$ cat src/rtl/rr_arb_mux_if.sv
// Handshake bundle for rr_arb_mux: N valid/ready request channels in, one registered stream out.
interface rr_arb_mux_if #(
  parameter int DW = 32,
  parameter int NI = 4
);
  localparam int SW = $clog2(NI);

  logic [NI-1:0]    in_valid;
  logic [NI-1:0]    in_ready;
  logic [NI*DW-1:0] in_data;
  logic             out_valid;
  logic             out_ready;
  logic [DW-1:0]    out_data;
  logic [SW-1:0]    out_src;

  modport slave (
    input  in_valid, in_data, out_ready,
    output in_ready, out_valid, out_data, out_src
  );

  modport master (
    output in_valid, in_data, out_ready,
    input  in_ready, out_valid, out_data, out_src
  );
endinterface

$ cat src/rtl/rr_arb_mux.sv
// N-input arbitrated mux with one output register stage; round-robin or fixed-priority grant.
module rr_arb_mux #(
  parameter int data_width = 32,
  parameter int num_inputs = 4,
  parameter bit rr_mode    = 1'b1
) (
  input  logic       clk,
  input  logic       reset_n,
  rr_arb_mux_if.slave bus
);
  localparam int sel_width = $clog2(num_inputs);

  logic [sel_width-1:0]  ptr_q, ptr_d;
  logic                  out_valid_q;
  logic [data_width-1:0] out_data_q;
  logic [sel_width-1:0]  out_src_q;

  logic                  load_en;
  logic                  gnt_found;
  logic [sel_width-1:0]  gnt_idx;
  logic [num_inputs-1:0] in_ready_c;
  int                    idx;
  int                    nxt;

  assign load_en = !out_valid_q || bus.out_ready;

  // Search starts at the pointer; fixed-priority mode keeps the pointer at 0 so the same loop applies.
  always_comb begin
    gnt_found = 1'b0;
    gnt_idx   = '0;
    idx       = 0;
    for (int k = 0; k < num_inputs; k++) begin
      idx = int'(ptr_q) + k;
      if (idx >= num_inputs) idx = idx - num_inputs;
      if (!gnt_found && bus.in_valid[idx]) begin
        gnt_found = 1'b1;
        gnt_idx   = idx[sel_width-1:0];
      end
    end
  end

  always_comb begin
    in_ready_c = '0;
    if (load_en && gnt_found) in_ready_c[gnt_idx] = 1'b1;
  end

  always_comb begin
    ptr_d = ptr_q;
    nxt   = int'(gnt_idx) + 1;
    if (nxt >= num_inputs) nxt = 0;
    if (rr_mode && load_en && gnt_found) ptr_d = nxt[sel_width-1:0];
  end

  always_ff @(posedge clk or negedge reset_n) begin
    if (!reset_n) begin
      out_valid_q <= 1'b0;
      out_data_q  <= '0;
      out_src_q   <= '0;
      ptr_q       <= '0;
    end else begin
      ptr_q <= ptr_d;
      if (load_en) begin
        out_valid_q <= gnt_found;
        if (gnt_found) begin
          out_data_q <= bus.in_data[int'(gnt_idx)*data_width +: data_width];
          out_src_q  <= gnt_idx;
        end
      end
    end
  end

  assign bus.in_ready  = in_ready_c;
  assign bus.out_valid = out_valid_q;
  assign bus.out_data  = out_data_q;
  assign bus.out_src   = out_src_q;
endmodule

$ cat src/flat_wrapper.sv
// flat-port wrapper written by rule: the top's interface ports become plain ports
module rr_arb_mux_flat 
#(
  parameter int data_width = 32,
  parameter int num_inputs = 4,
  parameter bit rr_mode    = 1'b1
)
  (clk, reset_n, bus_in_valid, bus_in_data, bus_out_ready, bus_in_ready, bus_out_valid, bus_out_data, bus_out_src);
  rr_arb_mux_if #(.DW(32), .NI(4)) bus_i ();
  input  logic clk;
  input  logic reset_n;
  input wire logic [$bits(bus_i.in_valid)-1:0] bus_in_valid;
  input wire logic [$bits(bus_i.in_data)-1:0] bus_in_data;
  input wire logic [$bits(bus_i.out_ready)-1:0] bus_out_ready;
  output wire logic [$bits(bus_i.in_ready)-1:0] bus_in_ready;
  output wire logic [$bits(bus_i.out_valid)-1:0] bus_out_valid;
  output wire logic [$bits(bus_i.out_data)-1:0] bus_out_data;
  output wire logic [$bits(bus_i.out_src)-1:0] bus_out_src;
  assign bus_i.in_valid = bus_in_valid;
  assign bus_i.in_data = bus_in_data;
  assign bus_i.out_ready = bus_out_ready;
  assign bus_in_ready = bus_i.in_ready;
  assign bus_out_valid = bus_i.out_valid;
  assign bus_out_data = bus_i.out_data;
  assign bus_out_src = bus_i.out_src;
  rr_arb_mux #(.data_width(data_width), .num_inputs(num_inputs), .rr_mode(rr_mode)) u_core (.clk(clk), .reset_n(reset_n), .bus(bus_i));
endmodule
$ cat config.mk
export PLATFORM = sky130hd
export DESIGN_NAME = rr_arb_mux_flat
export DESIGN_NICKNAME = d
export VERILOG_FILES = /design/src/rtl/rr_arb_mux_if.sv /design/src/rtl/rr_arb_mux.sv /design/src/flat_wrapper.sv
export SDC_FILE = /design/constraint.sdc
export NUM_CORES = 1
export LEC_CHECK = 0
export BUFFER_PORTS_ARGS = -buffer_cell sky130_fd_sc_hd__buf_2
export CAP_MARGIN = 25
export CORE_ASPECT_RATIO = 0.7
export CORE_MARGIN = 4
export CORE_UTILIZATION = 45
export DETAILED_ROUTE_END_ITERATION = 10
export PLACE_DENSITY = 0.87
export SLEW_MARGIN = 20
export SYNTH_ARGS = -nofsm -noshare
export SYNTH_HDL_FRONTEND = slang
export SYNTH_SLANG_ARGS = --single-unit
export TNS_END_PERCENT = 1
$ cat constraint.sdc
create_clock -name clk -period 3.8 [get_ports clk]
set_clock_uncertainty 0.2 [all_clocks]
set_input_delay 0 -clock clk [delete_from_list [all_inputs] [get_ports clk]]
set_output_delay 0 -clock clk [all_outputs]
set_load 0.02 [all_outputs]
After elaboration in Yosys (flattened, before gate mapping)
Cells that the tools add are included.

Register bits: 37. Input bits: 135. Output and inout port bits: 39. Logic and storage cells: 63.

Add/sub/neg operators: 8. Order comparisons: 11. Shifts and indexed selects: 1. Multiplexer cells: 28. Reductions and logical operators: 11.

Operator list (number): $lt A32 B4 Y1 const B (4); $mux W32 (4); $shiftx A128 B8 Y32 (1); $ge A32 B4 Y1 const B (3); $sub A32 B4 Y32 const B (3); $mux W1 (13); $mux W2 (5); $bmux W1 S2 (4); $add A2 B1 Y3 const B (2); $add A2 B2 Y3 const B (2); $logic_and A1 B1 Y1 (5); $logic_not A1 Y1 (4); $mux W4 (1); $sub A2 B3 Y4 const B (1); $ge A2 B3 Y1 const B (1); $ge A3 B3 Y1 const B (1); $lt A2 B3 Y1 const B (1); $demux W1 S2 (1); $ge A2 B1 Y1 const B (1); $reduce_and A2 Y1 (1); $logic_or A1 B1 Y1 (1).

Depth between registers and ports, before layout
Gate-level depths: netlist of run 1.

Word-level depth: 20. Gate-level depth with buffers: 7. Mapped depth without buffers: 6.

Worst setup path before layout of run 1
OpenSTA, ideal clock, no wires.

Path type: register to register. From: register u_core.ptr_q[1]. To: register u_core.out_data_q[0] (netlist: u_core.bus.out_data[0]). Setup time: 0.126 ns. Arrival time: 1.780 ns. Data required time: 3.474 ns. Path slack: 1.694 ns. Stages on the path, launching flop included: 7. Buffers on the path: 1. Period minus slack after synthesis: 2.106 ns. Path through: dfrtp_1 > nand2b_1 > a31oi_4 > nand2_4 > buf_6 > mux2_1 > a221o_1.

Cells in the longest elaborated chain, start to end: 16. Elaborated cells on any way between the ends: 43. Those cells by class: add/sub (7); order compare (4); shift (1); mux (24); reduce/logical (7).

RTL lines: start, declared (line rr_arb_mux.sv:13) `logic [sel_width-1:0] ptr_q, ptr_d;`; start signal, assigned (line rr_arb_mux.sv:61) `ptr_q <= ptr_d;`; parallel branches: the longest is 16 deep, another holds $sub A32 B4 Y32; end signal, assigned (line rr_arb_mux.sv:65) `out_data_q <= bus.in_data[int'(gnt_idx)*data_width +: data_width];`; end, declared (line rr_arb_mux.sv:15) `logic [data_width-1:0] out_data_q;`.

Several ways; the timed one is not identified. The select of a mux whose other input is x is not followed. A chain may end at the register's enable or synchronous reset.

Worst setup path after layout of run 1
From: register u_core.ptr_q[1]. To: register u_core.out_data_q[1] (netlist: u_core.bus.out_data[1]).

Same word-level chain as after synthesis.

==> impl_results.md, run 1 <==
* CP Launch Type: flop
* Antenna-violating nets left at 0
* Syn-to-layout area delta at 82.3%
* Number of nets in the final layout at 654
* Final Hold Viols at 0
* Core utilization of the finished layout at 84.8%
* First-pass GRT wire length at 18,300 um
* Total number of vias at 3,544
* Net Count, Synth at 393
* Unique cell type count in the Yosys netlist at 29
* Core area at 0.00523 mm^2
* Postcts setup bufs at 0
* H-tree levels at 2
* Overflow left after global routing at 0
* Detailed placement HPWL at 6150 um
* Launch instance of the worst register-to-register path: u_core.ptr_q[1]$_DFFE_PN0N_
* Crit. End Element: flop
* Share of post-route cells with drive strength above 1 at 37.6%
* Clock network latency to the later pin of the worst-skew pair at 290 ps
* Terminus of the critical flop-to-flop path: u_core.bus.out_data[1]$_DFFE_PN0N_
* Antenna violations before repair at 0
* Initial core utilization at 46.5%
* Sequential share of power at 26.6%
* Top-area cell type share of the netlist area at 38.1%
* Final weighted congestion in routability-driven placement at 0.817
* Power consumption at 0.00249 W
* Max IR drop VDD at 0.322 mV
* Post-route DRC violation count at 0
* Diodes inserted at 0
* Commonest cells in the netlist: sky130_fd_sc_hd__dfrtp_1 (37), sky130_fd_sc_hd__a21oi_1 (34), sky130_fd_sc_hd__nand3_1 (33)
* Longest Clk Path Bufs at 2
* Pwr Density at 562 mW/mm^2
* Crit path time final at 3560 ps
* Count of final max-slew check failures at 0
* Fill cells at 321
* Share of synthesized registers carrying an async set or reset at 100%
* Total met2 wirelength after detailed routing at 5660 um
* MaxCap Viol Count at 0
* First element of the critical path: u_core.ptr_q[1]$_DFFE_PN0N_
* Number of rows created at floorplan at 22
* Smallest hold slack at 155 ps
* CTS buffer count at 5
* Prevailing post-synth register cell: sky130_fd_sc_hd__dfrtp_1
* Leakage power at 2.14 nW
* Synth top area cells: sky130_fd_sc_hd__dfrtp_1 (38%), sky130_fd_sc_hd__a221o_1 (13%), sky130_fd_sc_hd__mux2_1 (13%), sky130_fd_sc_hd__a21oi_1 (7.0%), sky130_fd_sc_hd__nand3_1 (6.8%)
* Die Y at 69.5 um
* Critical Setup Path Class: reg2reg
* Run status: completed
* Clock-pin transition on the worst setup and hold timing paths at 80 ps
* Clock power frac at 10.9%
* Detailed-route wire length on metal 1 at 4120 um
* Transition time at the pin with the least slew margin at 858 ps
* Largest area contributor in the netlist: sky130_fd_sc_hd__dfrtp_1
* Highest net fanout along the worst path at 36
* DIE WIDTH at 95.9 um
* Pin count of the biggest net entering global routing at 40
* Die outline area at 0.00666 mm^2
* Met3 wire length at 1510 um
* Quantity of I/O buffers inserted on ports at 173
* Startpoint of the lowest-slack hold path: bus_out_ready
* Cell chosen for the clock root: sky130_fd_sc_hd__clkbuf_8
* Internal power contribution at 0.00144 W
* Fin crit share at 93.7%
* Critical path data arrival time at 3530 ps
* Post-DR vias/cell at 6.00
* Clock sink count at 37
* Count of synthesis-stage warnings from yosys at 0
* Required time of the critical path at 3770 ps
* Final-layout setup total negative slack at 0 ps
* Gate power share at 62.5%
* Unrepaired setup endpoints after global routing: false
* Net switching fraction of the power at 42.2%
* Register-to-register setup slack at 240 ps
* Average detailed-routed wire length per instance at 20.0 um
* Syn Std Cell Area at 0.00243 mm^2
* Number of endpoints failing setup at the final stage at 0
* Crit path to: u_core.bus.out_data[1]$_DFFE_PN0N_
* Instance area at placement at 0.00333 mm^2
* CTS tree: built
* Post-route cell area at 0.00443 mm^2
* Fmax achieved at 281 MHz
* Tightest slew margin relative to the limit at 42.8%
* Sequential element share of the synthesized area at 38.1%
* R2R depth at 8
* Library cell with the highest instance count after synthesis: sky130_fd_sc_hd__dfrtp_1
* Global router's overall resource usage at 35.2%
* Mapped Cells at 257
* Via count of the first global-routing pass at 3,707
* Number of enable-type register cells in the synthesized netlist at 0
* Top routing layer in use: met4
* Net Switching at 0.00105 W
* Hold WC Path Type: in2reg
* Total wirelength of the detailed-routed design at 11,800 um
* I/O pin cnt at 174
* Number of synthesized register bits at 37
* Synthesized area per cell at 9.46 um^2
* Number of violations reported at the end of detailed-routing iteration 0 at 284
* First-pass DRT Iterations at 5
## what timing repair did
item | in CTS | in global routing
endpoints found under the hold margin | 70 | 0
setup endpoints to repair | 0 | 32
hold buffers | 100 | 0
resized for setup | 0 | 2
## final cells by class
| class | count | area [um^2] | area share [%] |
|---|---|---|---|
| repair buffers | 280 | 1930 | 43.5 |
| multi-input cells | 193 | 1410 | 31.7 |
| well taps | 72 | 90.1 | 2.03 |
| clock buffers | 8 | 80.1 | 1.81 |
| flip-flops and latches | 37 | 926 | 20.9 |
| inverters | 1 | 3.75 | 0.0847 |
## routing by layer
metal | up-vias | GRT usage (%)
met2 | 313 | 58.6
li1 | 1523 | -
met3 | 65 | 10.8
met4 | 0 | 17.8
met5 | - | 0
met1 | 1643 | 40.3
## stage by stage
| step | cells | setup WS, ps |
|---|---|---|
| floorplan | 257 | 1690 |
| global placement | 482 | 1310 |
| detailed placement | 482 | 1260 |
| CTS | 590 | 158 |
| global route | 591 | 113 |
| finish | 591 | 240 |
## sequential cells by signal (all words and copies together) (netlist names)
register              flops
u_core.bus.out_valid      1
u_core.bus.out_data      32
u_core.ptr_q              2
u_core.bus.out_src        2
## worst max-delay path: stages (launching register included)
cell and delay [ps]:
sky130_fd_sc_hd__dfrtp_1 450, sky130_fd_sc_hd__nand2b_1 220, sky130_fd_sc_hd__a21o_1 200, sky130_fd_sc_hd__buf_6 210, sky130_fd_sc_hd__nand2_8 290, sky130_fd_sc_hd__mux2_1 370, sky130_fd_sc_hd__dlygate4sd3_1 590, sky130_fd_sc_hd__a221o_1 340
sky130_fd_sc_hd__dlygate4sd3_1 580
## placed cells by master, fill, tap and decap left out, types with 2 or more instances in the layout
master,n
sky130_fd_sc_hd__mux2_1,28
sky130_fd_sc_hd__clkbuf_1,3
sky130_fd_sc_hd__o21ai_0,32
sky130_fd_sc_hd__nand3_1,33
sky130_fd_sc_hd__clkbuf_8,5
sky130_fd_sc_hd__dfrtp_1,37
sky130_fd_sc_hd__dlygate4sd3_1,100
sky130_fd_sc_hd__buf_6,2
sky130_fd_sc_hd__nand2b_1,4
sky130_fd_sc_hd__nor3_1,2
sky130_fd_sc_hd__a21o_1,2
sky130_fd_sc_hd__buf_2,173
sky130_fd_sc_hd__buf_4,5
sky130_fd_sc_hd__nand2_1,3
sky130_fd_sc_hd__nor2_1,3
sky130_fd_sc_hd__a221o_1,32
sky130_fd_sc_hd__o21ai_1,2
sky130_fd_sc_hd__a21oi_1,33
sky130_fd_sc_hd__mux2_2,4
## worst min path at each step
stage,endpoint,cells past startpoint
floorplan,u_core.bus.out_data[0]$_DFFE_PN0N_,0
global placement,u_core.bus.out_data[21]$_DFFE_PN0N_,1
detailed placement,u_core.bus.out_data[21]$_DFFE_PN0N_,1
CTS,u_core.ptr_q[0]$_DFFE_PN0N_,5
global route,u_core.ptr_q[0]$_DFFE_PN0N_,5
finish,u_core.ptr_q[0]$_DFFE_PN0N_,5
## cells by family (layout without fill, tap and decap cells)
family / count (synthesis) / count (layout) / share of synthesized area [%]
flops: 37 / 37 / 38.1
simple gates: 51 / 51 / 11.0
mux: 32 / 32 / 14.8
compound gates: 109 / 109 / 30.5
fa+ha+maj: 1 / 1 / 0.514
buf+inv: 27 / 289 / 5.20
## power by group through the flow
stage                     clock network, W  registers (W)  logic (W)
after global routing              0.000285       0.000681    0.00165
after detailed placement                 0       0.000649    0.00112
final                             0.000271       0.000663    0.00156
after floorplan                          0       0.000834   0.000572
after CTS                         0.000271       0.000651    0.00145
after global placement                   0       0.000653    0.00109
No activity file was read; power rests on OpenSTA's default activity.
==> inputs of run 2 (changes only) <==
--- a/config.mk
+++ b/config.mk
@@ -7,2 +7,3 @@
 export LEC_CHECK = 0
+export ABC_AREA = 1
 export BUFFER_PORTS_ARGS = -buffer_cell sky130_fd_sc_hd__buf_2
@@ -11,3 +12,3 @@
 export CORE_MARGIN = 4
-export CORE_UTILIZATION = 45
+export CORE_UTILIZATION = 49
 export DETAILED_ROUTE_END_ITERATION = 10
--- a/constraint.sdc
+++ b/constraint.sdc
@@ -4,2 +4,2 @@
 set_output_delay 0 -clock clk [all_outputs]
-set_load 0.02 [all_outputs]
+set_load 0.005 [all_outputs]
==> run 2 against run 1 <==
  * Final area grew 22%
  * Count of clock-buffer cells in the layout fell by 1
  * Worst setup slack gained 7.9 ps
  * Non-clock buffer count up 28
  * Clock power increased by 13%
  * Wire length up 26%
  * Sequential share of layout area is 3.8 points lower
  * Critical endpoint is now u_core.bus.out_data[19]$_DFFE_PN0N_
  * Largest power group unchanged
  * Highest routed layer unchanged
==> impl_results.md, run 2 <==
* Crit path time final at 3550 ps (was 3560 ps)
* CP Launch Type: flop (unchanged)
* Smallest hold slack at 123 ps (was 155 ps)
* Average detailed-routed wire length per instance at 16.2 um (was 20.0 um)
* Via count of the first global-routing pass at 5,097 (was 3,707)
* Number of nets in the final layout at 976 (was 654)
* Final setup slack of the worst path at 248 ps (was 240 ps)
* Run status: completed (unchanged)
* Critical path data arrival time at 3540 ps (was 3530 ps)
* Highest net fanout along the worst path at 35 (was 36)
* Number of endpoints failing setup at the final stage at 0 (unchanged)
* Flip-flop count of the largest register after layout at 32 (unchanged)
* CTS buffer count at 5 (unchanged)
* H-tree levels at 2 (unchanged)
* Max IR drop VDD at 0.713 mV (was 0.322 mV)
* Clock-pin transition on the worst setup and hold timing paths at 80 ps (about the same)
* Share of post-route cells with drive strength above 1 at 25.1% (was 37.6%)
* Share of synthesized registers carrying an async set or reset at 100% (unchanged)
* Final weighted congestion in routability-driven placement at 0.920 (was 0.817)
* Library cell with the highest instance count after synthesis: sky130_fd_sc_hd__nand2_1 (was sky130_fd_sc_hd__dfrtp_1)
* Count of synthesis-stage warnings from yosys at 0 (unchanged)
* Core area at 0.00625 mm^2 (was 0.00523 mm^2)
* Most frequent cells in the layout: sky130_fd_sc_hd__nand2_1 (204), sky130_fd_sc_hd__buf_2 (173), sky130_fd_sc_hd__dlygate4sd3_1 (130), sky130_fd_sc_hd__inv_1 (124), sky130_fd_sc_hd__nand3_1 (117) (was sky130_fd_sc_hd__buf_2 (173), sky130_fd_sc_hd__dlygate4sd3_1 (100), sky130_fd_sc_hd__dfrtp_1 (37), sky130_fd_sc_hd__a21oi_1 (33), sky130_fd_sc_hd__nand3_1 (33))
* Commonest cells in the netlist: sky130_fd_sc_hd__nand2_1 (205), sky130_fd_sc_hd__inv_1 (124), sky130_fd_sc_hd__nand3_1 (117) (was sky130_fd_sc_hd__dfrtp_1 (37), sky130_fd_sc_hd__a21oi_1 (34), sky130_fd_sc_hd__nand3_1 (33))
* Largest area contributor in the netlist: sky130_fd_sc_hd__dfrtp_1 (unchanged)
* MaxCap Viol Count at 0 (unchanged)
* Net Count, Synth at 689 (was 393)
* Prevailing post-synth register cell: sky130_fd_sc_hd__dfrtp_1 (unchanged)
* Mapped Cells at 553 (was 257)
* Fill cells at 313 (was 321)
* Post-DR vias/cell at 5.52 (was 6.00)
* Fmax achieved at 282 MHz (was 281 MHz)
* Longest Clk Path Bufs at 2 (unchanged)
* First-pass DRT Iterations at 6 (was 5)
* Antenna-violating nets left at 0 (unchanged)
* Antenna violations before repair at 0 (unchanged)
* Fin crit share at 93.5% (was 93.7%)
* Unique cell type count in the Yosys netlist at 23 (was 29)
* Worst slack, placed at 659 ps (was 1260 ps)
* Required time of the critical path at 3790 ps (was 3770 ps)
* Quantity of I/O buffers inserted on ports at 173 (unchanged)
* Total number of vias at 5,073 (was 3,544)
* Number of enable-type register cells in the synthesized netlist at 0 (unchanged)
* DIE WIDTH at 104 um (was 95.9 um)
* Die Y at 75.2 um (was 69.5 um)
* Crit. End Element: flop (unchanged)
* Unrepaired setup endpoints after global routing: false (unchanged)
* Critical Setup Path Class: reg2reg (unchanged)
* Most common cell after layout, fill and taps aside: sky130_fd_sc_hd__nand2_1 (was sky130_fd_sc_hd__buf_2)
* Core utilization of the finished layout at 86.8% (was 84.8%)
* Global router's overall resource usage at 37.8% (was 35.2%)
* Hold WC Path Type: in2async (was in2reg)
* Final Hold Viols at 0 (unchanged)
* Footprint of the multi-input gates at 0.00162 mm^2 (was 0.00141 mm^2)
* Overflow left after global routing at 0 (unchanged)
* Synth top area cells: sky130_fd_sc_hd__dfrtp_1 (29%), sky130_fd_sc_hd__nand2_1 (24%), sky130_fd_sc_hd__nand3_1 (19%), sky130_fd_sc_hd__inv_1 (15%), sky130_fd_sc_hd__or2_2 (2.4%) (was sky130_fd_sc_hd__dfrtp_1 (38%), sky130_fd_sc_hd__a221o_1 (13%), sky130_fd_sc_hd__mux2_1 (13%), sky130_fd_sc_hd__a21oi_1 (7.0%), sky130_fd_sc_hd__nand3_1 (6.8%))
* Pwr Density at 993 mW/mm^2 (was 562 mW/mm^2)
* First-pass GRT wire length at 23,500 um (was 18,300 um)
* Syn Std Cell Area at 0.00316 mm^2 (was 0.00243 mm^2)
* Clock sink count at 37 (unchanged)
* Transition time at the pin with the least slew margin at 860 ps (was 858 ps)
* Clock network latency to the later pin of the worst-skew pair at 310 ps (was 290 ps)
* Postcts setup bufs at 0 (unchanged)
* I/O pin cnt at 174 (unchanged)
* Total wirelength of the detailed-routed design at 14,900 um (was 11,800 um)
* Top-area cell type share of the netlist area at 29.3% (was 38.1%)
* Cell chosen for the clock root: sky130_fd_sc_hd__clkbuf_8 (unchanged)
* Die outline area at 0.00782 mm^2 (was 0.00666 mm^2)
* Post-route DRC violation count at 0 (unchanged)
* Count of final max-slew check failures at 0 (unchanged)
* Pin count of the biggest net entering global routing at 38 (was 40)
* Tightest slew margin relative to the limit at 42.7% (was 42.8%)
* Number of rows created at floorplan at 24 (was 22)
* Syn-to-layout area delta at 71.5% (was 82.3%)
* Final-layout setup total negative slack at 0 ps (unchanged)
* Register area at 927 um^2 (was 926 um^2)
* Synthesized area per cell at 5.72 um^2 (was 9.46 um^2)
* Detailed placement HPWL at 7520 um (was 6150 um)
* Number of violations reported at the end of detailed-routing iteration 0 at 478 (was 284)
* Leakage power at 3.21 nW (was 2.14 nW)
* Sequential element share of the synthesized area at 29.3% (was 38.1%)
* CTS tree: built (unchanged)
* Initial core utilization at 50.6% (was 46.5%)
* Number of synthesized register bits at 37 (unchanged)
-- run 2: worst paths after layout --
path / startpoint / end / slack [ps] / cells after the start
worst max-delay path: u_core.ptr_q[0]$_DFFE_PN0N_ / u_core.bus.out_data[19]$_DFFE_PN0N_ / 250 / 16
worst min-delay path: reset_n / u_core.bus.out_data[17]$_DFFE_PN0N_ / 120 / 2
worst max register to register: u_core.ptr_q[0]$_DFFE_PN0N_ / u_core.bus.out_data[19]$_DFFE_PN0N_ / 250 / 16
worst min register to register: u_core.bus.out_data[11]$_DFFE_PN0N_ / u_core.bus.out_data[11]$_DFFE_PN0N_ / 280 / 2
max in group asynchronous: reset_n / u_core.ptr_q[0]$_DFFE_PN0N_ / 2690 / 2
min in group clk: u_core.bus.out_data[11]$_DFFE_PN0N_ / u_core.bus.out_data[11]$_DFFE_PN0N_ / 280 / 2
-- run 2: cell type report --
class | instances | area share, %
diodes | 1 | 0.0461
clock buffers | 7 | 1.59
inverters | 128 | 8.86
multi-input cells | 360 | 29.9
flip-flops and latches | 37 | 17.1
well taps | 78 | 1.80
repair buffers | 308 | 40.7
-- run 2: cells by family (layout without fill, tap and decap cells) --
logic type               Yosys count  in the layout  synth area share, %
buffers and inverters            156            443                 20.2
AND/OR/NAND/NOR                  353            353                 49.1
other                              0              1                    0
flip-flops                        37             37                 29.3
AO/OA/AOI/OAI                      6              6                 1.03
adder cells (fa/ha/maj)            1              1                0.396
-- run 2: critical path, cell delays in order, from the launching register on --
cell	delay (ps)
sky130_fd_sc_hd__dfrtp_2	490
sky130_fd_sc_hd__inv_2	170
sky130_fd_sc_hd__nand2_1	80
sky130_fd_sc_hd__nand2_2	110
sky130_fd_sc_hd__nand2_1	70
sky130_fd_sc_hd__nand2_1	130
sky130_fd_sc_hd__nor2_1	80
sky130_fd_sc_hd__nor2_1	210
sky130_fd_sc_hd__nand2_4	280
sky130_fd_sc_hd__nand2_8	290
sky130_fd_sc_hd__buf_6	290
sky130_fd_sc_hd__nand2_1	120
sky130_fd_sc_hd__nand3_1	100
sky130_fd_sc_hd__dlygate4sd3_1	570
sky130_fd_sc_hd__nand2_1	70
sky130_fd_sc_hd__nand2_1	70
sky130_fd_sc_hd__nand2_1	80
-- run 2: metrics by stage --
stage	instances	total power [W]	area (um^2)
after floorplan	553	0.00303	3160
final	919	0.00539	5420
after CTS	918	0.00491	5400
after global routing	918	0.00578	5420
after global placement	781	0.00356	4010
after detailed placement	781	0.00367	4010
-- run 2: what timing repair did --
action | CTS | global route
hold buffers | 130 | 0
setup endpoints to repair | 0 | 32
resized for setup | 0 | 5
hold endpoints to repair | 70 | 0
-- run 2: power by group --
part	internal, W	switching, W
sequential	0.000627	0.000160
clock	0.000144	0.000162
combinational	0.00188	0.00241
total	0.00265	0.00274
-- run 2: routing by layer --
metal,routed length (um),GRT usage (%),vias up
met2,7050,64.9,490
li1,-,-,2208
met3,1790,11.9,134
met1,5040,40.7,2241
met5,0,1.19,-
met4,1050,27.4,0
